**src/rtl/watch_mode_controller.sv**
```systemverilog
// Watch mode/sub-state sequencer: turns debounced button pulses into display state codes
// and one-cycle counter command pulses, with 12/24 h format and set-mode inactivity timeout.
module watch_mode_controller #(
  parameter int TIMEOUT = 30
) (
  input  logic       clk,
  input  logic       reset,
  input  logic       tick,
  input  logic       btn_mode,
  input  logic       btn_sel,
  input  logic       btn_up,
  input  logic       btn_fmt,
  output logic [1:0] mstate,
  output logic [2:0] cstate,
  output logic [2:0] astate,
  output logic       sstate,
  output logic       inc_hour,
  output logic       inc_min,
  output logic       clr_sec,
  output logic       ainc_hour,
  output logic       ainc_min,
  output logic       aclr_sec,
  output logic       sw_clear,
  output logic       aoff
);

  typedef enum logic [1:0] {
    M_CLOCK  = 2'b00,
    M_ALARM  = 2'b01,
    M_SWATCH = 2'b10
  } mode_e;

  localparam logic [5:0] LP_CNT_LAST = 6'(TIMEOUT - 1);
  localparam int P_SW_CLEAR = 6;
  localparam int P_AOFF     = 7;

  mode_e      r_mstate, w_mstate;
  logic [2:0] r_cstate, w_cstate, r_astate, w_astate;
  logic       r_sstate, w_sstate, r_fmt, w_fmt;
  logic [5:0] r_cnt, w_cnt;
  // {aoff, sw_clear, aclr_sec, ainc_min, ainc_hour, clr_sec, inc_min, inc_hour}
  logic [7:0] r_pls, w_pls;
  logic [2:0] w_norm, w_norm_t;
  logic       w_any;

  function automatic logic f_is_set(input logic [2:0] s);
    return s >= 3'b011;
  endfunction

  function automatic logic [2:0] f_next_set(input logic [2:0] s, input logic [2:0] n);
    case (s)
      3'b001:         return 3'b011;
      3'b010:         return 3'b100;
      3'b011:         return 3'b101;
      3'b100:         return 3'b110;
      3'b101, 3'b110: return 3'b111;
      default:        return n;
    endcase
  endfunction

  // {sec, min, hour} command for btn_up in a set state; zero in normal states
  function automatic logic [2:0] f_set_pulse(input logic [2:0] s);
    return {s == 3'b111, (s == 3'b101) || (s == 3'b110), (s == 3'b011) || (s == 3'b100)};
  endfunction

  always_ff @(posedge clk or negedge reset) begin
    if (!reset) begin
      r_mstate <= M_CLOCK;
      r_cstate <= 3'b001;
      r_astate <= 3'b000;
      r_sstate <= 1'b0;
      r_fmt    <= 1'b0;
      r_cnt    <= 6'd0;
      r_pls    <= 8'd0;
    end else begin
      r_mstate <= w_mstate;
      r_cstate <= w_cstate;
      r_astate <= w_astate;
      r_sstate <= w_sstate;
      r_fmt    <= w_fmt;
      r_cnt    <= w_cnt;
      r_pls    <= w_pls;
    end
  end

  always_comb begin
    w_mstate = r_mstate;
    w_cstate = r_cstate;
    w_astate = r_astate;
    w_sstate = r_sstate;
    w_fmt    = r_fmt;
    w_pls    = 8'd0;
    w_any    = btn_mode | btn_sel | btn_up | btn_fmt;
    w_cnt    = w_any ? 6'd0 : r_cnt;
    w_norm   = r_fmt ? 3'b010 : 3'b001;
    w_norm_t = r_fmt ? 3'b001 : 3'b010;
    case (r_mstate)
      M_CLOCK: begin
        w_pls[P_AOFF] = w_any;
        if (r_cstate == 3'b000) begin
          w_cstate = w_norm;
        end else if (btn_mode) begin
          if (f_is_set(r_cstate)) w_cstate = w_norm;
          else                    w_mstate = M_ALARM;
        end else if (btn_sel) begin
          w_cstate = f_next_set(r_cstate, w_norm);
        end else if (btn_up) begin
          w_pls[2:0] = f_set_pulse(r_cstate);
        end else if (btn_fmt) begin
          if (!f_is_set(r_cstate)) begin
            w_fmt    = ~r_fmt;
            w_cstate = w_norm_t;
            if (r_astate == 3'b001 || r_astate == 3'b010) w_astate = w_norm_t;
          end
        end else if (tick && f_is_set(r_cstate)) begin
          if (r_cnt == LP_CNT_LAST) begin
            w_cstate = w_norm;
            w_cnt    = 6'd0;
          end else begin
            w_cnt = r_cnt + 6'd1;
          end
        end
      end
      M_ALARM: begin
        if (btn_mode) begin
          if (f_is_set(r_astate)) w_astate = w_norm;
          else                    w_mstate = M_SWATCH;
        end else if (btn_sel) begin
          if (r_astate != 3'b000) w_astate = f_next_set(r_astate, w_norm);
        end else if (btn_up) begin
          if (r_astate == 3'b000)                             w_astate = w_norm;
          else if (r_astate == 3'b001 || r_astate == 3'b010) w_astate = 3'b000;
          else                                                w_pls[5:3] = f_set_pulse(r_astate);
        end else if (btn_fmt) begin
          if (!f_is_set(r_astate)) begin
            w_fmt    = ~r_fmt;
            w_cstate = w_norm_t;
            if (r_astate != 3'b000) w_astate = w_norm_t;
          end
        end else if (tick && f_is_set(r_astate)) begin
          if (r_cnt == LP_CNT_LAST) begin
            w_astate = w_norm;
            w_cnt    = 6'd0;
          end else begin
            w_cnt = r_cnt + 6'd1;
          end
        end
      end
      M_SWATCH: begin
        if (btn_mode)     w_mstate = M_CLOCK;
        else if (btn_sel) w_pls[P_SW_CLEAR] = ~r_sstate;
        else if (btn_up)  w_sstate = ~r_sstate;
      end
      default: begin
        w_mstate = M_CLOCK;
        w_cstate = w_norm;
        w_cnt    = 6'd0;
      end
    endcase
  end

  assign mstate    = r_mstate;
  assign cstate    = r_cstate;
  assign astate    = r_astate;
  assign sstate    = r_sstate;
  assign inc_hour  = r_pls[0];
  assign inc_min   = r_pls[1];
  assign clr_sec   = r_pls[2];
  assign ainc_hour = r_pls[3];
  assign ainc_min  = r_pls[4];
  assign aclr_sec  = r_pls[5];
  assign sw_clear  = r_pls[P_SW_CLEAR];
  assign aoff      = r_pls[P_AOFF];

endmodule

```
**config.mk**
```make
export PLATFORM = sky130hd
export DESIGN_NAME = watch_mode_controller
export DESIGN_NICKNAME = d
export VERILOG_FILES = /design/src/rtl/watch_mode_controller.sv
export SDC_FILE = /design/constraint.sdc
export NUM_CORES = 1
export LEC_CHECK = 0
export CAP_MARGIN = 10
export CELL_PAD_IN_SITES_DETAIL_PLACEMENT = 0
export CELL_PAD_IN_SITES_GLOBAL_PLACEMENT = 2
export CORE_MARGIN = 2
export CORE_UTILIZATION = 29
export DETAILED_ROUTE_END_ITERATION = 10
export GPL_ROUTABILITY_DRIVEN = 0
export GPL_TIMING_DRIVEN = 1
export HOLD_SLACK_MARGIN = 0.1
export MAX_ROUTING_LAYER = met4
export PLACE_DENSITY = 0.82
export SYNTH_ARGS = -nofsm -noshare
export SYNTH_HDL_FRONTEND = slang
export SYNTH_SLANG_ARGS = --single-unit
```
**constraint.sdc**
```tcl
create_clock -name clk -period 1.9 [get_ports clk]
set_input_delay 0.38 -clock clk [delete_from_list [all_inputs] [get_ports clk]]
set_output_delay 0.38 -clock clk [all_outputs]
set_load 0.005 [all_outputs]
```
======== Word-level counts from Yosys, hierarchy flattened ========
Cells that the tools add are included.
word-level totals
  output and inout bits ................... 17
  bits in registers ....................... 24
  input bits .............................. 7
operators by class
  add/subtract/negate cells ............... 1
  $lt $le $gt $ge ......................... 2
  bitwise operators ....................... 8
  mux-type cells .......................... 86
  reduce and logical (&&, ||, !) cells .... 19
  equal/unequal tests ..................... 44
operators with widths
  kind                                                                    count
  3-bit 2-to-1 mux                                                        43
  6-bit 2-to-1 mux                                                        13
  6-bit inequality test (second input constant)                           7
  2-bit inequality test (second input constant)                           15
  3-bit case mux with 5 select lines                                      2
  3-bit == test (second input constant)                                   8
  6-bit case mux with 3 select lines                                      1
  2-bit 2-to-1 mux                                                        8
  1-bit 2-to-1 mux                                                        15
  15-bit AND reduction                                                    1
  3-bit by 2-bit == test with 1-bit output (second input constant)        4
  12-bit AND reduction                                                    1
  11-bit AND reduction                                                    1
  5-bit inequality test (second input constant)                           2
  3-bit case mux with 3 select lines                                      1
  4-bit inequality test (second input constant)                           2
  6-bit by 1-bit adder with 6-bit output (second input constant)          1
  3-bit by 1-bit == test with 1-bit output (second input constant)        2
  6-bit by 5-bit == test with 1-bit output (second input constant)        1
  3-bit by 2-bit >= comparator with 1-bit output (second input constant)  2
  3-bit logical NOT                                                       2
  2-bit case mux with 3 select lines                                      1
  3-bit case mux with 2 select lines                                      1
  6-bit AND reduction                                                     1
  other kinds (13)                                                        25

======== Logic depth before layout (Yosys ltp) ========
Gate-level depths: netlist of the first run.
  depth after elaboration ................. 11
  mapped depth ............................ 7
  mapped depth without buffers ............ 6

======== Worst setup path before layout of the first run ========
OpenSTA, ideal clock, no wires.
  path kind ............................... flip-flop to flip-flop
  start point ............................. register r_cstate[0] (netlist: cstate[0])
  end point ............................... register r_astate[0] (netlist: astate[0])
  setup time .............................. 125 ps
  buffers on the path ..................... 1
  clock period less this slack ............ 1972 ps
  path slack .............................. -72 ps
  data arrival time ....................... 1847 ps
  stages on the path, launching flop included .. 7
  required time ........................... 1775 ps
  cell sequence ........................... dfstp_2 -> buf_2 -> xnor2_1 -> nor2_1 -> o21ai_0 -> or4_4 -> mux2_4
between the ends
  word-level cells in the longest chain between the ends .. 3
  elaborated cells on any way between the ends .. 5
ends and longest elaborated chain
  item                                                                                        line     RTL
  start: declaration                                                                          38       logic [2:0] r_cstate, w_cstate, r_astate, w_astate;
  start signal: assignment                                                                    77       r_cstate <= w_cstate;
  3-bit by 2-bit >= comparator with 1-bit output / 3-bit logical NOT (equally long branches)  47, 100
  2-bit inequality test (no source line)                                                      n/a
  15-bit AND reduction (no source line) (*)                                                   n/a
  end signal: assignment                                                                      78       r_astate <= w_astate;
  end: declaration                                                                            38
Mark *: on every way between the ends. The rest lies on a longest branch, timed or not.
A chain may end at the register's enable or synchronous reset.

======== Final worst setup path of the first run ========
  start point ............................. input btn_sel
  end point ............................... register r_astate[1] (netlist: astate[1])
between the ends
  word-level cells in the longest chain between the ends .. 3
  elaborated cells on any way between the ends .. 10
ends and longest elaborated chain
  item                                                          line  RTL
  start: declaration                                            10    input logic btn_sel,
  branches (longest 3 deep; another with 15-bit AND reduction)  n/a
Several ways; the timed one is not identified.

==> results.sh, run 1 <==
export IMPL_run_status="finished with violations"
export IMPL_failed_checks="setup timing"
export IMPL_synth_edf_count=0
export IMPL_r2r_end="astate[1]$_DFFE_PN0P_"
export IMPL_r2r_start="astate[0]$_DFFE_PN0P_"
export IMPL_yosys_area_top_type="dfrtp_1"
export IMPL_ys_types=47
export IMPL_clk_pin_slew_ns=0.08
export IMPL_pwr_density_cell_nw_per_um2=1420
export IMPL_cp_end_kind="register"
export IMPL_rows=27
export IMPL_fp_dieW_um=78.4
export IMPL_synth_warnings=0
export IMPL_synthToLayoutAreaGrowth_pct=44.1
export IMPL_htreeDepth=1
export IMPL_cts_tree="yes"
export IMPL_hpwl_um=3370
export IMPL_wl_per_cell_um=13.8
export IMPL_syn_instance_count=193
export IMPL_drive_above_1_share_pct=29.0
export IMPL_antenna_left=0
export IMPL_dpl_worst_slack_ns=-0.547
export IMPL_slew_headroom_pct=76.9
export IMPL_synth_top_area_share_pct=35.9
export IMPL_fin_skew_ns=0.00200
export IMPL_drv_slew=0
export IMPL_first_iter_violations=46
export IMPL_synth_nets=202
export IMPL_power_mw=3.28
export IMPL_detailed_place_area_um2=2190
export IMPL_vias_per_cell=5.03
export IMPL_power_frac_comb_pct=67.1
export IMPL_cts_root_buf="clkbuf_8"
export IMPL_grt_pass1_wl_um=7730
export IMPL_pwr_share_seq_pct=23.6
export IMPL_grt_max_degree=25
export IMPL_clock_latency_ns=0.26
export IMPL_grt_pass1_vias=1645
export IMPL_start_util_pct=29.5
export IMPL_numCtsBuffers=3
export IMPL_num_vias=1646
export IMPL_hold_violations=0
export IMPL_synth_seq_cells=24
export IMPL_fin_nets=265
export IMPL_p_leak_nw=1.02
export IMPL_fmax_mhz=523
export IMPL_p_switching_mw=1.32
export IMPL_die_area_um2=6140
export IMPL_worst_r2r_setup_slack_ns=0.07
export IMPL_cts_buffer_depth=2
export IMPL_cp_startpoint="btn_sel"
export IMPL_cp_required_ns=2.05
export IMPL_synth_ff_type="dfrtp_1"
export IMPL_rsz0062_at_grt="true"
export IMPL_diodes=0
export IMPL_ios=24
export IMPL_netlist_area_um2=1600
export IMPL_critPathMaxFanout=3
export IMPL_async_reset_ff_share_pct=100
export IMPL_die_h_um=78.4
export IMPL_drc_errors=0
export IMPL_swShare_pct=40.2
export IMPL_p_clk_share_pct=9.3
export IMPL_path_class="input port to register"
export IMPL_reg2reg_depth=5
export IMPL_worst_pin_slew_ns=0.341
export IMPL_cts_sinks=24
export IMPL_startpoint_type="input port"
export IMPL_gr_total_overflow=0
export IMPL_arrival_ns=2.06
export IMPL_fin_ws_ns=-0.0114
export IMPL_finalCritPeriodShare_pct=101
export IMPL_synth_area_leaders="dfrtp_1 36%, nor2_1 5.1%, a21oi_1 4.4%"
export IMPL_track_usage_pct=16.0
export IMPL_antenna_found_initial=0
export IMPL_syn_avg_cell_area_um2=8.31
export IMPL_ys_seq_area_share_pct=37.5
export IMPL_hold_class="input port to asynchronous set/reset pin"
export IMPL_drtPass1Iterations=4
export IMPL_maxCapViolCount=0
export IMPL_hold_buffers=0
export IMPL_core_um2=5440
export IMPL_stdcell_area_um2=2310
export IMPL_setup_viol=2
export IMPL_routed_wl_um=4530
export IMPL_io_buffer_count=23
export IMPL_period_needed_ns=1.91
export IMPL_internal_power_mw=1.96
export IMPL_vdd_drop_max_mv=0.418
## layout by cell type (no fill, tap or decap), drive strengths merged, types with 4 or more instances in the layout
master	netlist	layout
buf	7	53
dfrtp	23	23
nor2	22	22
clkdlybuf4s50	0	19
a21oi	14	14
nand2	13	13
o21ai	13	13
inv	10	10
nand3	8	8
nor3	8	8
a31oi	5	5
clkbuf	8	5
nor2b	4	4
a21o	4	4
a41oi	4	4
xnor2	4	4
## flip-flops by register name, indices dropped and copies added (netlist names)
| signal | cells |
|---|---|
| r_pls | 8 |
| cstate | 3 |
| r_cnt | 6 |
| r_fmt | 1 |
| mstate | 2 |
| sstate | 1 |
| astate | 3 |
## cell usage after synthesis (2+ instances only)
master	instances
o21bai_1	2
nor2_1	22
a211oi_1	3
xor2_1	3
nor2b_1	4
buf_6	2
nand2b_1	2
nor4_1	3
mux2_4	2
o21ai_0	13
nand4_1	2
and3_1	3
a31oi_1	5
nand3_1	8
a41oi_1	4
xnor2_1	4
nand2_1	13
clkbuf_1	8
o2111ai_1	2
nor3_1	8
dfrtp_1	23
inv_1	10
a21oi_1	14
buf_2	4
o311ai_0	3
a21o_1	4
ha_1	2
## worst max-delay path, cell delays in order
cell and delay, ns:
buf_6 0.09, or4b_4 0.54, nor2_1 0.11, a21oi_1 0.07
or4_4 0.56, mux2_4 0.31
## per-layer routing
layer	wire length, um	vias to the layer above	track usage [%]
met5	0	-	-
met4	36	0	5.26
met3	108	2	1.26
met2	2280	21	26.8
met1	2100	799	20.6
li1	-	824	-
## how the worst max path moves through the flow
stage                     depth (start not counted)  slack (ns)                     to
after CTS                                         2        0.01              cstate[0]
after floorplan                                   6       -0.05  astate[0]$_DFFE_PN0P_
after detailed placement                          6       -0.55  cstate[1]$_DFFE_PN0P_
after global placement                            6       -0.52  cstate[1]$_DFFE_PN0P_
after global routing                              6       -0.02  astate[1]$_DFFE_PN0P_
final                                             6       -0.01  astate[1]$_DFFE_PN0P_
## final cells by class
class,instances,area [um2]
fill,562,3130
multi-input combinational,144,935
sequential,24,602
timing repair buffer,73,602
tap,72,90.1
clock buffer,4,45.0
inverter,10,37.5
## metrics by stage
| step | util, % | hold slack, ns | cells | setup TNS (ns) |
|---|---|---|---|---|
| global placement | 40.3 | 0.473 | 319 | -2.69 |
| CTS | 41.4 | 0.485 | 325 | 0 |
| global route | 42.5 | 0.488 | 327 | -0.0433 |
| finish | 42.5 | 0.478 | 327 | -0.0219 |
| detailed placement | 40.3 | 0.473 | 319 | -2.82 |
| floorplan | - | 0.0844 | 193 | -0.129 |
## repair_timing
item	CTS	global route
endpoints found under the hold margin	0	0
pin swaps	6	7
cloned	0	0
setup buffers	2	2
setup endpoints to repair	6	7
gates resized for setup	18	13
## power groups by stage
stage / Sequential (mW) / Combinational [mW] / Clock [mW]
2_1_floorplan: 0.729 / 1.12 / 0
3_3_place_gp: 0.761 / 1.99 / 0
3_5_place_dp: 0.763 / 1.98 / 0
4_1_cts: 0.767 / 2.08 / 0.319
5_1_grt: 0.794 / 2.42 / 0.337
6_report: 0.774 / 2.20 / 0.306
## kinds of logic after synthesis
family | synth area share [%]
compound gates | 24.7
xor+xnor | 3.82
fa+ha+maj | 1.56
buf+inv | 7.10
flops | 37.5
mux | 3.20
simple gates | 22.2
No activity file was read; power rests on OpenSTA's default activity.
==> run 2, diff against run 1 <==
- CAP_MARGIN: 10 -> default
- GPL_ROUTABILITY_DRIVEN: 0 -> 1
==> results of run 2 <==
The final DEF is identical to that of run 1; final timing and power are the same.
==> run 3, diff against run 2 <==
- SKIP_CTS_REPAIR_TIMING: default -> 1
==> run 3 against run 2 <==
Effect of this change: non-clock buffer count stayed put; the run now ends clean; total power is 0.94% lower; sequential power is 1% lower; via count is 0.36% lower; fmax is 1.6% higher.
==> results.sh, run 3 (synthesis gave the netlist of run 1 again) <==
export IMPL_hpwl_um=3370
export IMPL_dpl_cell_count=319
export IMPL_rsz0062_at_grt="true"
export IMPL_final_common_cell="buf_4"
export IMPL_place_gp_congestion=0.808
export IMPL_p_leak_nw=1.02
export IMPL_grt_pass1_vias=1610
export IMPL_cts_tree="yes"
export IMPL_finalCritPeriodShare_pct=99.0
export IMPL_die_area_um2=6140
export IMPL_crit_chain="clkbuf_2, or4b_4, nor2_1, a21oi_1, or4_4, mux2_4"
export IMPL_startpoint_type="input port"
export IMPL_htreeDepth=1
export IMPL_io_buffer_count=23
export IMPL_drive_above_1_share_pct=27.8
export IMPL_cp_end_kind="register"
export IMPL_arrival_ns=2.04
export IMPL_cts_sinks=24
export IMPL_clock_latency_ns=0.26
export IMPL_diodes=0
export IMPL_drc_errors=0
export IMPL_slew_headroom_pct=77.2
export IMPL_numCtsBuffers=3
export IMPL_cts_root_buf="clkbuf_8"
export IMPL_wl_per_cell_um=13.7
export IMPL_cts_buffer_depth=2
export IMPL_grt_max_degree=25
export IMPL_drv_slew=0
export IMPL_final_instance_count_excl_fill=327
export IMPL_path_buf_inv=1
export IMPL_synthToLayoutAreaGrowth_pct=43.2
export IMPL_cp_required_ns=2.05
export IMPL_run_status="finished clean"
export IMPL_vdd_drop_max_mv=0.430
export IMPL_vias_per_cell=5.02
export IMPL_drtPass1Iterations=4
export IMPL_slowest_delay_ns=0.56
export IMPL_power_frac_comb_pct=67.0
export IMPL_crit_family="simple AND/OR/NAND/NOR gates"
export IMPL_p_clk_share_pct=9.5
export IMPL_detailed_place_area_um2=2190
export IMPL_fin_skew_ns=0.00206
export IMPL_critPathMaxFanout=3
export IMPL_pwr_density_cell_nw_per_um2=1410
export IMPL_p_switching_mw=1.30
export IMPL_gr_total_overflow=0
export IMPL_grt_pass1_wl_um=7590
export IMPL_critPathSlowestCell="or4b_4"
export IMPL_swShare_pct=40.0
export IMPL_start_util_pct=29.5
export IMPL_ios=24
export IMPL_internal_power_mw=1.95
export IMPL_core_um2=5440
export IMPL_track_usage_pct=15.7
export IMPL_nFillCells=561
export IMPL_setup_viol=0
export IMPL_setup_tns_ns=0
export IMPL_maxCapViolCount=0
export IMPL_clk_pin_slew_ns=0.08
export IMPL_hold_violations=0
export IMPL_pwr_share_seq_pct=23.5
export IMPL_first_iter_violations=44
export IMPL_rows=27
export IMPL_antenna_found_initial=0
export IMPL_hold_class="input port to asynchronous set/reset pin"
export IMPL_largest_register_ffs=8
export IMPL_largestRegisters="r_pls (8), r_cnt (6)"
export IMPL_routed_wl_um=4490
export IMPL_stdcell_area_um2=2300
export IMPL_worst_pin_slew_ns=0.336
export IMPL_antenna_left=0
export IMPL_fmax_mhz=532
export IMPL_path_class="input port to register"
export IMPL_final_cell_mix="50 x buf_4, 23 x dfrtp_1, 19 x nor2_1, 19 x clkdlybuf4s50_1, 14 x a21oi_1"
export IMPL_period_needed_ns=1.88
export IMPL_regMostFlops="r_pls"
export IMPL_fin_nets=265
export IMPL_fp_dieW_um=78.4
export IMPL_num_vias=1640
export IMPL_die_h_um=78.4
## run 3: path summary, 6_finish.rpt
check	slack, ns	from	to	cells after the start
max reg2reg	0.03	cstate[0]$_DFFE_PN1P_	astate[1]$_DFFE_PN0P_	5
max in group asynchronous	1.13	reset	cstate[0]$_DFFE_PN1P_	2
max	0.02	btn_mode	astate[1]$_DFFE_PN0P_	6
min	0.48	reset	r_pls[4]$_DFF_PN0_	2
min in group clk	0.49	sstate$_DFFE_PN0P_	r_pls[6]$_DFF_PN0_	1
min reg2reg	0.49	sstate$_DFFE_PN0P_	r_pls[6]$_DFF_PN0_	1
## run 3: metal layers
layer	share of wire, %	GRT usage (%)	vias to the layer above
li1	-	-	822
met1	48	20.3	801
met2	50	26.3	15
met3	1.3	1.26	2
met4	0.80	5.26	0
met5	0	-	-
## run 3: final cells by class
type	count	area, um2	area share [%]
Multi-Input combinational cell	144	922	40.1
Tap cell	72	90.1	3.92
Timing Repair Buffer	73	601	26.1
Inverter	10	37.5	1.63
Clock buffer	4	45.0	1.96
Sequential cell	24	602	26.2
## run 3: power by group through the flow
| stage | Sequential (mW) | Combinational [mW] | Clock, mW |
|---|---|---|---|
| floorplan | 0.729 | 1.12 | 0 |
| global placement | 0.761 | 1.99 | 0 |
| detailed placement | 0.763 | 1.98 | 0 |
| CTS | 0.756 | 1.98 | 0.319 |
| global route | 0.782 | 2.39 | 0.337 |
| finish | 0.763 | 2.18 | 0.308 |
## run 3: stage by stage
| stage | worst slack [ns] | util [%] | power (mW) | hold slack, ns |
|---|---|---|---|---|
| finish | 0.0194 | 42.2 | 3.25 | 0.476 |
| global route | -0.0222 | 42.2 | 3.51 | 0.501 |
| CTS | -0.267 | 41.2 | 3.06 | 0.485 |
| detailed placement | -0.547 | 40.3 | 2.74 | 0.473 |
| global placement | -0.515 | 40.3 | 2.76 | 0.473 |
| floorplan | -0.0488 | - | 1.85 | 0.0844 |
